--- config.mk ---
export PLATFORM = sky130hd
export DESIGN_NAME = ram_burst_master
export DESIGN_NICKNAME = d
export VERILOG_FILES = /design/src/rtl/ram_burst_master.sv
export SDC_FILE = /design/constraint.sdc
export NUM_CORES = 1
export LEC_CHECK = 0
export CAP_MARGIN = 20
export CORE_ASPECT_RATIO = 1.25
export CORE_MARGIN = 2
export CORE_UTILIZATION = 44
export CTS_CLUSTER_SIZE = 28
export DETAILED_ROUTE_END_ITERATION = 10
export PLACE_DENSITY = 0.83
export SLEW_MARGIN = 5
export SYNTH_ARGS = -nofsm -noshare
export SYNTH_HDL_FRONTEND = slang
export SYNTH_SLANG_ARGS = --single-unit
--- constraint.sdc ---
create_clock -name clk -period 2.7 [get_ports clk]
set_input_delay 0.54 -clock clk [delete_from_list [all_inputs] [get_ports clk]]
set_output_delay 0.54 -clock clk [all_outputs]
set_load 0.01 [all_outputs]
--- src/rtl/ram_burst_master.sv ---
// Burst initiator for a single-port RAM: host write/read bursts become RAM cycles.
// Latency: write beat hits RAM same cycle; read beat appears 2 cycles after issue.
// Backpressure: wr_ready only in WRITE; reads throttled to 2 outstanding against rd_ready.
module ram_burst_master #(
    parameter int WIDTH = 8,
    parameter int DEPTH = 8,
    parameter int AW    = 3
) (
    input  logic             clk,
    input  logic             reset,
    input  logic             cmd_valid,
    output logic             cmd_ready,
    input  logic             cmd_write,
    input  logic [AW-1:0]    cmd_addr,
    input  logic [AW-1:0]    cmd_len,
    input  logic [WIDTH-1:0] wr_data,
    input  logic             wr_valid,
    output logic             wr_ready,
    output logic [WIDTH-1:0] rd_data,
    output logic             rd_valid,
    input  logic             rd_ready,
    output logic             busy,
    output logic             ram_cs_n,
    output logic             ram_we_n,
    output logic [AW-1:0]    ram_addr,
    output logic [WIDTH-1:0] ram_din,
    input  logic [WIDTH-1:0] ram_dout
);

    typedef enum logic [1:0] {IDLE, WRITE, READ, DRAIN} state_t;

    localparam logic [AW-1:0] LAST_ADDR = AW'(DEPTH - 1);
    localparam logic [AW-1:0] ONE       = AW'(1);

    state_t           state, state_nxt;
    logic [AW-1:0]    cur_addr, remaining, next_addr;
    logic             in_flight;
    logic [WIDTH-1:0] fifo_mem [2];
    logic             fifo_wp, fifo_rp;
    logic [1:0]       fifo_cnt;
    logic             pop, wr_acc, rd_issue;
    logic [2:0]       occupancy, issue_limit;

    assign rd_valid    = (fifo_cnt != 2'd0);
    assign rd_data     = fifo_mem[fifo_rp];
    assign pop         = rd_valid & rd_ready;
    assign busy        = (state != IDLE);
    assign ram_addr    = cur_addr;
    assign ram_din     = wr_data;
    assign next_addr   = (cur_addr == LAST_ADDR) ? '0 : cur_addr + ONE;
    // A beat leaving this cycle frees a slot, so issuing alongside a pop keeps 1 beat/cycle.
    assign occupancy   = {1'b0, fifo_cnt} + {2'b00, in_flight};
    assign issue_limit = 3'd2 + {2'b00, pop};

    always_ff @(posedge clk or posedge reset) begin
        if (reset) begin
            state <= IDLE;
        end else begin
            state <= state_nxt;
        end
    end

    always_comb begin
        state_nxt = state;
        cmd_ready = 1'b0;
        wr_ready  = 1'b0;
        ram_cs_n  = 1'b1;
        ram_we_n  = 1'b1;
        wr_acc    = 1'b0;
        rd_issue  = 1'b0;
        case (state)
            IDLE: begin
                cmd_ready = 1'b1;
                if (cmd_valid) begin
                    state_nxt = cmd_write ? WRITE : READ;
                end
            end
            WRITE: begin
                wr_ready = 1'b1;
                if (wr_valid) begin
                    wr_acc   = 1'b1;
                    ram_cs_n = 1'b0;
                    ram_we_n = 1'b0;
                    if (remaining == '0) begin
                        state_nxt = IDLE;
                    end
                end
            end
            READ: begin
                if (occupancy < issue_limit) begin
                    rd_issue = 1'b1;
                    ram_cs_n = 1'b0;
                    if (remaining == '0) begin
                        state_nxt = DRAIN;
                    end
                end
            end
            DRAIN: begin
                if (fifo_cnt == 2'd0 && !in_flight) begin
                    state_nxt = IDLE;
                end
            end
            default: state_nxt = IDLE;
        endcase
    end

    always_ff @(posedge clk or posedge reset) begin
        if (reset) begin
            cur_addr  <= '0;
            remaining <= '0;
            in_flight <= 1'b0;
            fifo_wp   <= 1'b0;
            fifo_rp   <= 1'b0;
            fifo_cnt  <= 2'd0;
        end else begin
            if (state == IDLE && cmd_valid) begin
                cur_addr  <= cmd_addr;
                remaining <= cmd_len;
            end else if (wr_acc || rd_issue) begin
                cur_addr  <= next_addr;
                remaining <= remaining - ONE;
            end
            in_flight <= rd_issue;
            if (in_flight) begin
                fifo_wp <= ~fifo_wp;
            end
            if (pop) begin
                fifo_rp <= ~fifo_rp;
            end
            fifo_cnt <= fifo_cnt + {1'b0, in_flight} - {1'b0, pop};
        end
    end

    // RAM read data is valid the cycle after issue; capture it then.
    always_ff @(posedge clk) begin
        if (in_flight) begin
            fifo_mem[fifo_wp] <= ram_dout;
        end
    end

endmodule

; ---- Yosys cells after proc, flatten, opt, wreduce, memory -nomap -nowiden
; Memory sizes are Yosys's and may differ from the RTL's.
; Cells that the tools add are included.
[totals]
output_inout_bits = 25
elab_cells = 64
memories = 1
romBits = 0
register_bits = 13
ram_bits = 16
in_bits = 28
latch_bits = 0
[mem_list]
columns = memory, words, word_bits, read_ports, rd_clocked_by_memory_dff, write_ports, line_no
row1 = fifo_mem, 2, 8, 1, 0, 1, 38  ; logic [WIDTH-1:0] fifo_mem [2];
[classes]
addsub = 6
shifts = 0
n_eq_ne = 10
bitwise = 3
multipliers = 0
n_reduce_logical = 11
order_cmp = 1
mux = 25
n_div = 0
[ops]
columns = cell, count
row1 = two-way mux 3 bit, 5
row2 = two-way mux 2 bit, 7
row3 = "!= test 2 bit, second input constant", 6
row4 = two-way mux 1 bit, 11
row5 = case mux 2 bit (4 select lines), 1
row6 = AND reduction 6 bit, 1
row7 = nonzero test 2 bit, 3
row8 = "== test 2 bit, second input constant", 2
row9 = logical NOT 2 bit, 2
row10 = adder 2 x 1 -> 3 bit, 1
row11 = "adder 2 x 1 -> 3 bit, first input constant", 1
row12 = "adder 3 x 1 -> 3 bit, second input constant", 1
row13 = "== test 3 bit, second input constant", 1
row14 = logical NOT 3 bit, 1
row15 = < comparator 3 bit, 1
row16 = "subtractor 3 x 1 -> 3 bit, second input constant", 1
row17 = adder 2 x 1 -> 2 bit, 1
row18 = "== test 2 x 1 -> 1 bit, second input constant", 1
row19 = logical AND 1 bit, 2
row20 = NOT 1 bit, 2
row21 = case mux 1 bit (2 select lines), 1
row22 = subtractor 2 x 1 -> 2 bit, 1
row23 = AND 1 bit, 1
row24 = logical NOT 1 bit, 1
row25 = logical OR 1 bit, 1

; ---- Depth between registers and ports, before layout
; Gate-level depths: netlist (run 1).
[logic_depth]
depth_word = 9
depth_mapped = 7
depth_no_buf = 7

; ---- Worst setup path after synthesis (run 1)
; No wires, ideal clock.
[synth_path]
path_kind = register to register
from = register in_flight
to = register remaining[1]
slack_ns = 0.774
arrival_ns = 1.862
setup_time_ns = 0.064
stages_incl_launch_ff = 8
path_cell_list = dfrtp_1 > ha_1 > ha_1 > or3b_1 > o311a_2 > buf_2 > a211oi_1 > a21o_1
[synth_between]
elab_chain_len = 6
[synth_rtl]
columns = element, line_no
row1 = from (decl), 37  ; logic in_flight;
row2 = from (signal assigned), 123  ; in_flight <= rd_issue;
row3 = adder 2 x 1 -> 3 bit, 52  ; assign occupancy = {1'b0, fifo_cnt} + {2'b00, in_flight};
row4 = < comparator 3 bit, 90  ; if (occupancy < issue_limit) begin
row5 = two-way mux 1 bit, 90
row6 = two-way mux 1 bit, 71  ; case (state)
row7 = logical OR 1 bit, 119  ; end else if (wr_acc || rd_issue) begin
row8 = nonzero test 2 bit (no line), --
row9 = to (signal assigned), 118  ; remaining <= cmd_len;
row10 = to (signal assigned), 121  ; remaining <= remaining - ONE;
row11 = to (decl), 36  ; logic [AW-1:0] cur_addr, remaining, next_addr;
; No other way between the ends.
; A chain may end at the register's enable or synchronous reset.

; ---- Final worst setup path (run 1)
[layout_path]
from = register in_flight
to = output port ram_cs_n
[layout_between]
elab_chain_len = 4
[layout_rtl]
columns = element, line_no
row1 = adder 2 x 1 -> 3 bit, 52
row2 = < comparator 3 bit, 90
row3 = two-way mux 1 bit, 90
row4 = case mux 1 bit (2 select lines), 71
row5 = to (decl), 23  ; output logic ram_cs_n,
; No other way between the ends.

==> flow_metrics.env, run 1 <==
export IMPL_grt_use_total=0.1663
export IMPL_worstReg2RegEnd="remaining[1]"
export IMPL_htree_levels=2
export IMPL_area_delta_synth_final_pct=28.91
export IMPL_synth_cells=120
export IMPL_path_cells="ha_1, or2_4, a31oi_1, nand2_1, clkdlybuf4s50_1"
export IMPL_cts_resized=0
export IMPL_wire_per_inst_um=14.65
export IMPL_p_sw_frac=0.3595
export IMPL_start_util=0.4592
export IMPL_holdCritStartpoint="fifo_wp"
export IMPL_grt_pass1_vias=1070
export IMPL_coreArea_sq_um=3223
export IMPL_post_cts_buffers=0
export IMPL_ios=53
export IMPL_power_switching_mw=0.7737
export IMPL_grt_antenna_before_repair=0
export IMPL_hold_ws_ns=0.4888
export IMPL_synth_sequential_area_ratio=0.5444
export IMPL_period_share=0.9635
export IMPL_synthesis_nets=160
export IMPL_dp_hpwl_mm=2.195
export IMPL_synth_async_reset_ratio=0.4483
export IMPL_min_delay_path_class="flip-flop to flip-flop"
export IMPL_synth_area_top_cells="edfxtp_1 32%, dfrtp_1 22%, ha_1 10%, mux2_2 6.1%, buf_4 4.1%"
export IMPL_synth_edf_count=16
export IMPL_r2r_cells=6
export IMPL_critPathBufInv=1
export IMPL_io_buffers=36
export IMPL_grt_overflow=0
export IMPL_min_to="fifo_wp"
export IMPL_drtAntennaViolNets=0
export IMPL_cp_arrival_ns=2.06
export IMPL_clock_skew_ns=0.004437
export IMPL_cts_buffer_depth=2
export IMPL_max_stage_delay_ns=0.48
export IMPL_setup_viol=0
export IMPL_synth_top_area_frac=0.3246
export IMPL_dieArea_sq_um=3847
export IMPL_tns_ns=0
export IMPL_clk_pin_slew_worst_paths_ns=0.06
export IMPL_rsz0062_at_grt="no"
export IMPL_slew_viol_final=0
export IMPL_place_gp_congestion=0.8174
export IMPL_tritoncts="yes"
export IMPL_via_count=1014
export IMPL_period_needed_ns=2.601
export IMPL_ir_drop_mv=0.7162
export IMPL_slowest_stage="clkdlybuf4s50_1"
export IMPL_drt_initial_drc_count=22
export IMPL_yosysTopAreaCell="edfxtp_1"
export IMPL_cts_root_buffer="clkbuf_8"
export IMPL_critPathKind="flip-flop to output port"
export IMPL_relSlewSlack=0.5384
export IMPL_yosys_warnings=0
export IMPL_pwr_share_comb=0.490
export IMPL_cts_hold_fix_buffers=0
export IMPL_synth_flop_cell="edfxtp_1"
export IMPL_finalHoldViolCount=0
export IMPL_crit_path_end_kind="output port"
export IMPL_crit_family="buffers and inverters"
export IMPL_ys_types=31
export IMPL_yosysMostFrequentCell="edfxtp_1"
export IMPL_layout_drive_gt1_share=0.1355
export IMPL_clkSinkCount=29
export IMPL_avgSynthCellArea_sq_um=12.33
export IMPL_die_h_um=68.85
export IMPL_viasPerCell=5.281
export IMPL_p_int_mw=1.378
export IMPL_holdPathStages=1
export IMPL_numCtsBuffers=5
export IMPL_r2r_start="in_flight"
export IMPL_total_leakage_power_nw=0.8167
export IMPL_power_density_nw_per_um2=1128
export IMPL_drc=0
export IMPL_tightest_slew_ns=0.6910
export IMPL_num_rows=23
export IMPL_ys_ff_latch=29
export IMPL_fin_nets=194
export IMPL_cp_start_kind="flip-flop"
export IMPL_drt_pre_antenna_iters=4
export IMPL_pwr_share_seq=0.353
export IMPL_grt_max_degree=14
export IMPL_status="complete, no violations"
export IMPL_wl_mm=2.813
export IMPL_clock_fmax_ghz=0.3844
export IMPL_synthTopCellsByCount="16 x edfxtp_1, 13 x dfrtp_1, 12 x ha_1, 12 x inv_1, 11 x nand2_1"
export IMPL_cap_violations=0
export IMPL_clkPwrFrac=0.157
export IMPL_regToRegSetupSlack_ns=0.72
export IMPL_netlist_area_sq_um=1480
export IMPL_diodes=0
export IMPL_clkLatencyLatePin_ns=0.28
export IMPL_crit_required_ns=2.16
export IMPL_die_w_um=55.88
export IMPL_grt_pass1_wl_mm=4.671
export IMPL_critPathMaxFanout=6
[power by group through the flow]
stage                     combinational (mW)  sequential (mW)  clock, mW
final                                   1.06            0.759      0.337
after detailed placement                1.06            0.769          0
after global routing                    1.17            0.777      0.370
after CTS                               1.07            0.762      0.345
after global placement                  1.01            0.752          0
after floorplan                        0.686            0.723          0
[layer usage]
metal  global-route usage  routed length [um]
met5                    0                   0
met4              0.06548                  41
met1               0.1439                1031
met3              0.06716                 186
met2               0.3408                1554
[area by class of cell]
cell class | count | area (sq um)
sequential | 29 | 805.8
multi-input combinational | 69 | 560.5
inverter | 12 | 45.04
clock buffer | 6 | 72.57
clock inverter | 2 | 10.01
fill | 270 | 1315
tap | 37 | 46.29
timing repair buffer | 37 | 367.9
[cells in the final DEF (no fill, tap or decap), drive strengths merged, types with 2 or more instances in the layout]
cell type,netlist,layout
clkdlybuf4s50,0,36
edfxtp,16,16
dfrtp,13,13
inv,12,12
ha,12,12
nand2,11,11
mux2,10,10
o21ai,8,8
clkbuf,1,6
nor2,4,4
mux2i,4,4
xnor2,3,3
a211oi,2,2
clkinv,0,2
or2,2,2
[sequential cells by signal, indices dropped and copies added (netlist names)]
name       count
ram_addr       3
in_flight      1
fifo_cnt       2
state          2
fifo_mem      16
fifo_rp        1
fifo_wp        1
remaining      3
[logic make-up (layout without fill, tap and decap cells)]
logic type | after synthesis | count (layout) | share of synthesized area
AO/OA/AOI/OAI | 18 | 18 | 0.08369
XOR/XNOR | 4 | 4 | 0.02367
adder cells (fa/ha/maj) | 12 | 12 | 0.1014
buffers and inverters | 22 | 57 | 0.07692
flip-flops | 29 | 29 | 0.5444
multiplexers | 14 | 14 | 0.1031
AND/OR/NAND/NOR | 21 | 21 | 0.06679
[how the worst max path moves through the flow]
stage	endpoint	cells past startpoint	from	slack, ns
final	ram_cs_n	5	in_flight	0.1
after detailed placement	ram_cs_n	6	rd_ready	0.12
after CTS	ram_cs_n	5	in_flight	0.10
after floorplan	remaining[1]	7	in_flight	0.77
after global placement	ram_cs_n	6	rd_ready	0.11
after global routing	ram_cs_n	7	in_flight	0.004
[stage by stage]
stage	power, mW	util	cell area, sq um	worst slack (ns)	instances
global placement	1.761	0.5664	1826	0.1092	184
detailed placement	1.827	0.5664	1826	0.1213	184
CTS	2.175	0.5920	1908	0.1008	192
finish	2.152	0.5920	1908	0.09862	192
global route	2.314	0.5920	1908	0.004340	192
floorplan	1.410	-	1480	0.7742	120
Note: power is estimated with default switching activity, not from simulation.
==> run 2: changes to the inputs <==
==> constraint.sdc (replaced) <==
create_clock -name clk -period 2.7 [get_ports clk]
set_input_delay 0.405 -clock clk [delete_from_list [all_inputs] [get_ports clk]]
set_output_delay 0.405 -clock clk [all_outputs]
set_load 0.01 [all_outputs]
==> run 2 against run 1 <==
Net effect:
- largest power group unchanged
- final cell count decreased by 0.52%
- fmax increased by 4.6%
- worst hold slack got worse by 0.027 ns
- critical path type unchanged
==> flow_metrics.env, run 2 (synthesized netlist as in run 1, its figures left out) <==
export IMPL_status="complete, no violations"
export IMPL_io_buffers=36
export IMPL_crit_path_end="ram_cs_n"
export IMPL_numCtsBuffers=5
export IMPL_cts_root_buffer="clkbuf_8"
export IMPL_ios=53
export IMPL_grt_pass1_wl_mm=4.574
export IMPL_start_util=0.4592
export IMPL_via_count=1001
export IMPL_area_delta_synth_final_pct=28.40
export IMPL_slew_viol_final=0
export IMPL_coreArea_sq_um=3223
export IMPL_tns_ns=0
export IMPL_grt_use_total=0.1596
export IMPL_drt_initial_drc_count=32
export IMPL_mostFrequentLayoutCells="36 x clkdlybuf4s50_1, 16 x edfxtp_1, 13 x dfrtp_1"
export IMPL_crit_path_end_kind="output port"
export IMPL_cts_hold_fix_buffers=0
export IMPL_critPathMaxFanout=5
export IMPL_clkSinkCount=29
export IMPL_wl_mm=2.684
export IMPL_clk_pin_slew_worst_paths_ns=0.06
export IMPL_viasPerCell=5.241
export IMPL_path_cells="inv_1, ha_1, inv_1, o21ai_0, a31oi_1, nand2_1, clkdlybuf4s50_1"
export IMPL_place_gp_congestion=0.7479
export IMPL_clkPwrFrac=0.154
export IMPL_drt_pre_antenna_iters=5
export IMPL_drtAntennaViolNets=0
export IMPL_layout_commonest_cell="clkdlybuf4s50_1"
export IMPL_largest_reg_flops=16
export IMPL_pwr_share_seq=0.354
export IMPL_crit_family="buffers and inverters"
export IMPL_fin_nets=193
export IMPL_cts_buffer_depth=2
export IMPL_drc=0
export IMPL_dieArea_sq_um=3847
export IMPL_critPathBufInv=3
export IMPL_ir_drop_mv=0.5492
export IMPL_r2r_start="in_flight"
export IMPL_crit_required_ns=2.30
export IMPL_htree_levels=2
export IMPL_layout_drive_gt1_share=0.1299
export IMPL_grt_antenna_before_repair=0
export IMPL_finalHoldViolCount=0
export IMPL_clock_fmax_ghz=0.4023
export IMPL_grt_pass1_vias=1069
export IMPL_rsz0062_at_grt="no"
export IMPL_path_common_cell="inv_1"
export IMPL_cp_start_kind="flip-flop"
export IMPL_clock_skew_ns=0.003255
export IMPL_r2r_cells=6
export IMPL_post_cts_buffers=0
export IMPL_relSlewSlack=0.5463
export IMPL_max_stage_delay_ns=0.53
export IMPL_p_sw_frac=0.3539
export IMPL_critPathKind="flip-flop to output port"
export IMPL_clkLatencyLatePin_ns=0.28
export IMPL_cts_resized=0
export IMPL_cp_arrival_ns=2.08
export IMPL_critPathLaunch="state[1]"
export IMPL_power_density_nw_per_um2=1118
export IMPL_cap_violations=0
export IMPL_die_h_um=68.85
export IMPL_min_delay_path_class="primary input to asynchronous set/reset pin"
export IMPL_tightest_slew_ns=0.6792
export IMPL_tritoncts="yes"
export IMPL_regToRegSetupSlack_ns=0.72
export IMPL_grt_max_degree=14
export IMPL_pwr_share_comb=0.492
export IMPL_grt_overflow=0
export IMPL_hold_ws_ns=0.4622
export IMPL_worstReg2RegEnd="remaining[1]"
export IMPL_dp_hpwl_mm=2.071
export IMPL_wire_per_inst_um=14.05
export IMPL_period_share=0.9207
export IMPL_largest_register="fifo_mem"
export IMPL_power_switching_mw=0.7522
export IMPL_total_leakage_power_nw=0.8121
export IMPL_period_needed_ns=2.486
export IMPL_diodes=0
export IMPL_p_int_mw=1.373
export IMPL_num_rows=23
export IMPL_setup_viol=0
export IMPL_crit_cells=7
export IMPL_slowest_stage="clkdlybuf4s50_1"
export IMPL_die_w_um=55.88
-- run 2: cell types whose count changed in the layout (fill, tap and decap cells not counted) --
cell,previous run,this run
buf_4,1,0
-- run 2: worst reg2reg max path, stage by stage, from the launching register on --
cell      delay, ns
dfrtp_1        0.44
ha_1           0.23
ha_1           0.33
or3b_1         0.36
o311a_2        0.21
a211oi_1       0.24
a21o_1         0.11
-- run 2: power groups by stage --
stage	clock (mW)	sequential, mW	combinational, mW
after floorplan	0	0.723	0.686
after global placement	0	0.753	1.00
after detailed placement	0	0.762	1.05
after CTS	0.343	0.757	1.06
after global routing	0.360	0.775	1.16
final	0.327	0.753	1.05
-- run 2: final cells by class --
type,count,area [sq um]
Tap cell,37,46.29
Multi-Input combinational cell,69,560.5
Timing Repair Buffer,36,360.3
Sequential cell,29,805.8
Clock inverter,2,10.01
Fill cell,262,1323
Inverter,12,45.04
Clock buffer,6,72.57
-- run 2: layer usage --
layer | wire (um) | up-vias | track usage
li1 | - | 478 | -
met5 | 0 | - | 0
met2 | 1471 | 48 | 0.3110
met4 | 56 | 0 | 0.09821
met3 | 230 | 5 | 0.06530
met1 | 926 | 470 | 0.1363
-- run 2: how the worst min path moves through the flow --
| stage | end | cells past startpoint |
|---|---|---|
| floorplan | fifo_cnt[0] | 1 |
| global placement | remaining[1] | 1 |
| detailed placement | remaining[1] | 1 |
| CTS | ram_addr[1] | 2 |
| global route | remaining[1] | 1 |
| finish | ram_addr[1] | 2 |
-- run 2: metrics by stage --
| stage | total power, mW | utilization | std cells | area (sq um) | setup WS (ns) |
|---|---|---|---|---|---|
| 3_3_place_gp | 1.754 | 0.5641 | 183 | 1818 | 0.3521 |
| 2_1_floorplan | 1.410 | - | 120 | 1480 | 0.7742 |
| 5_1_grt | 2.294 | 0.5897 | 191 | 1901 | 0.09987 |
| 3_5_place_dp | 1.812 | 0.5641 | 183 | 1818 | 0.3528 |
| 6_report | 2.126 | 0.5897 | 191 | 1901 | 0.2141 |
| 4_1_cts | 2.159 | 0.5897 | 191 | 1901 | 0.2249 |
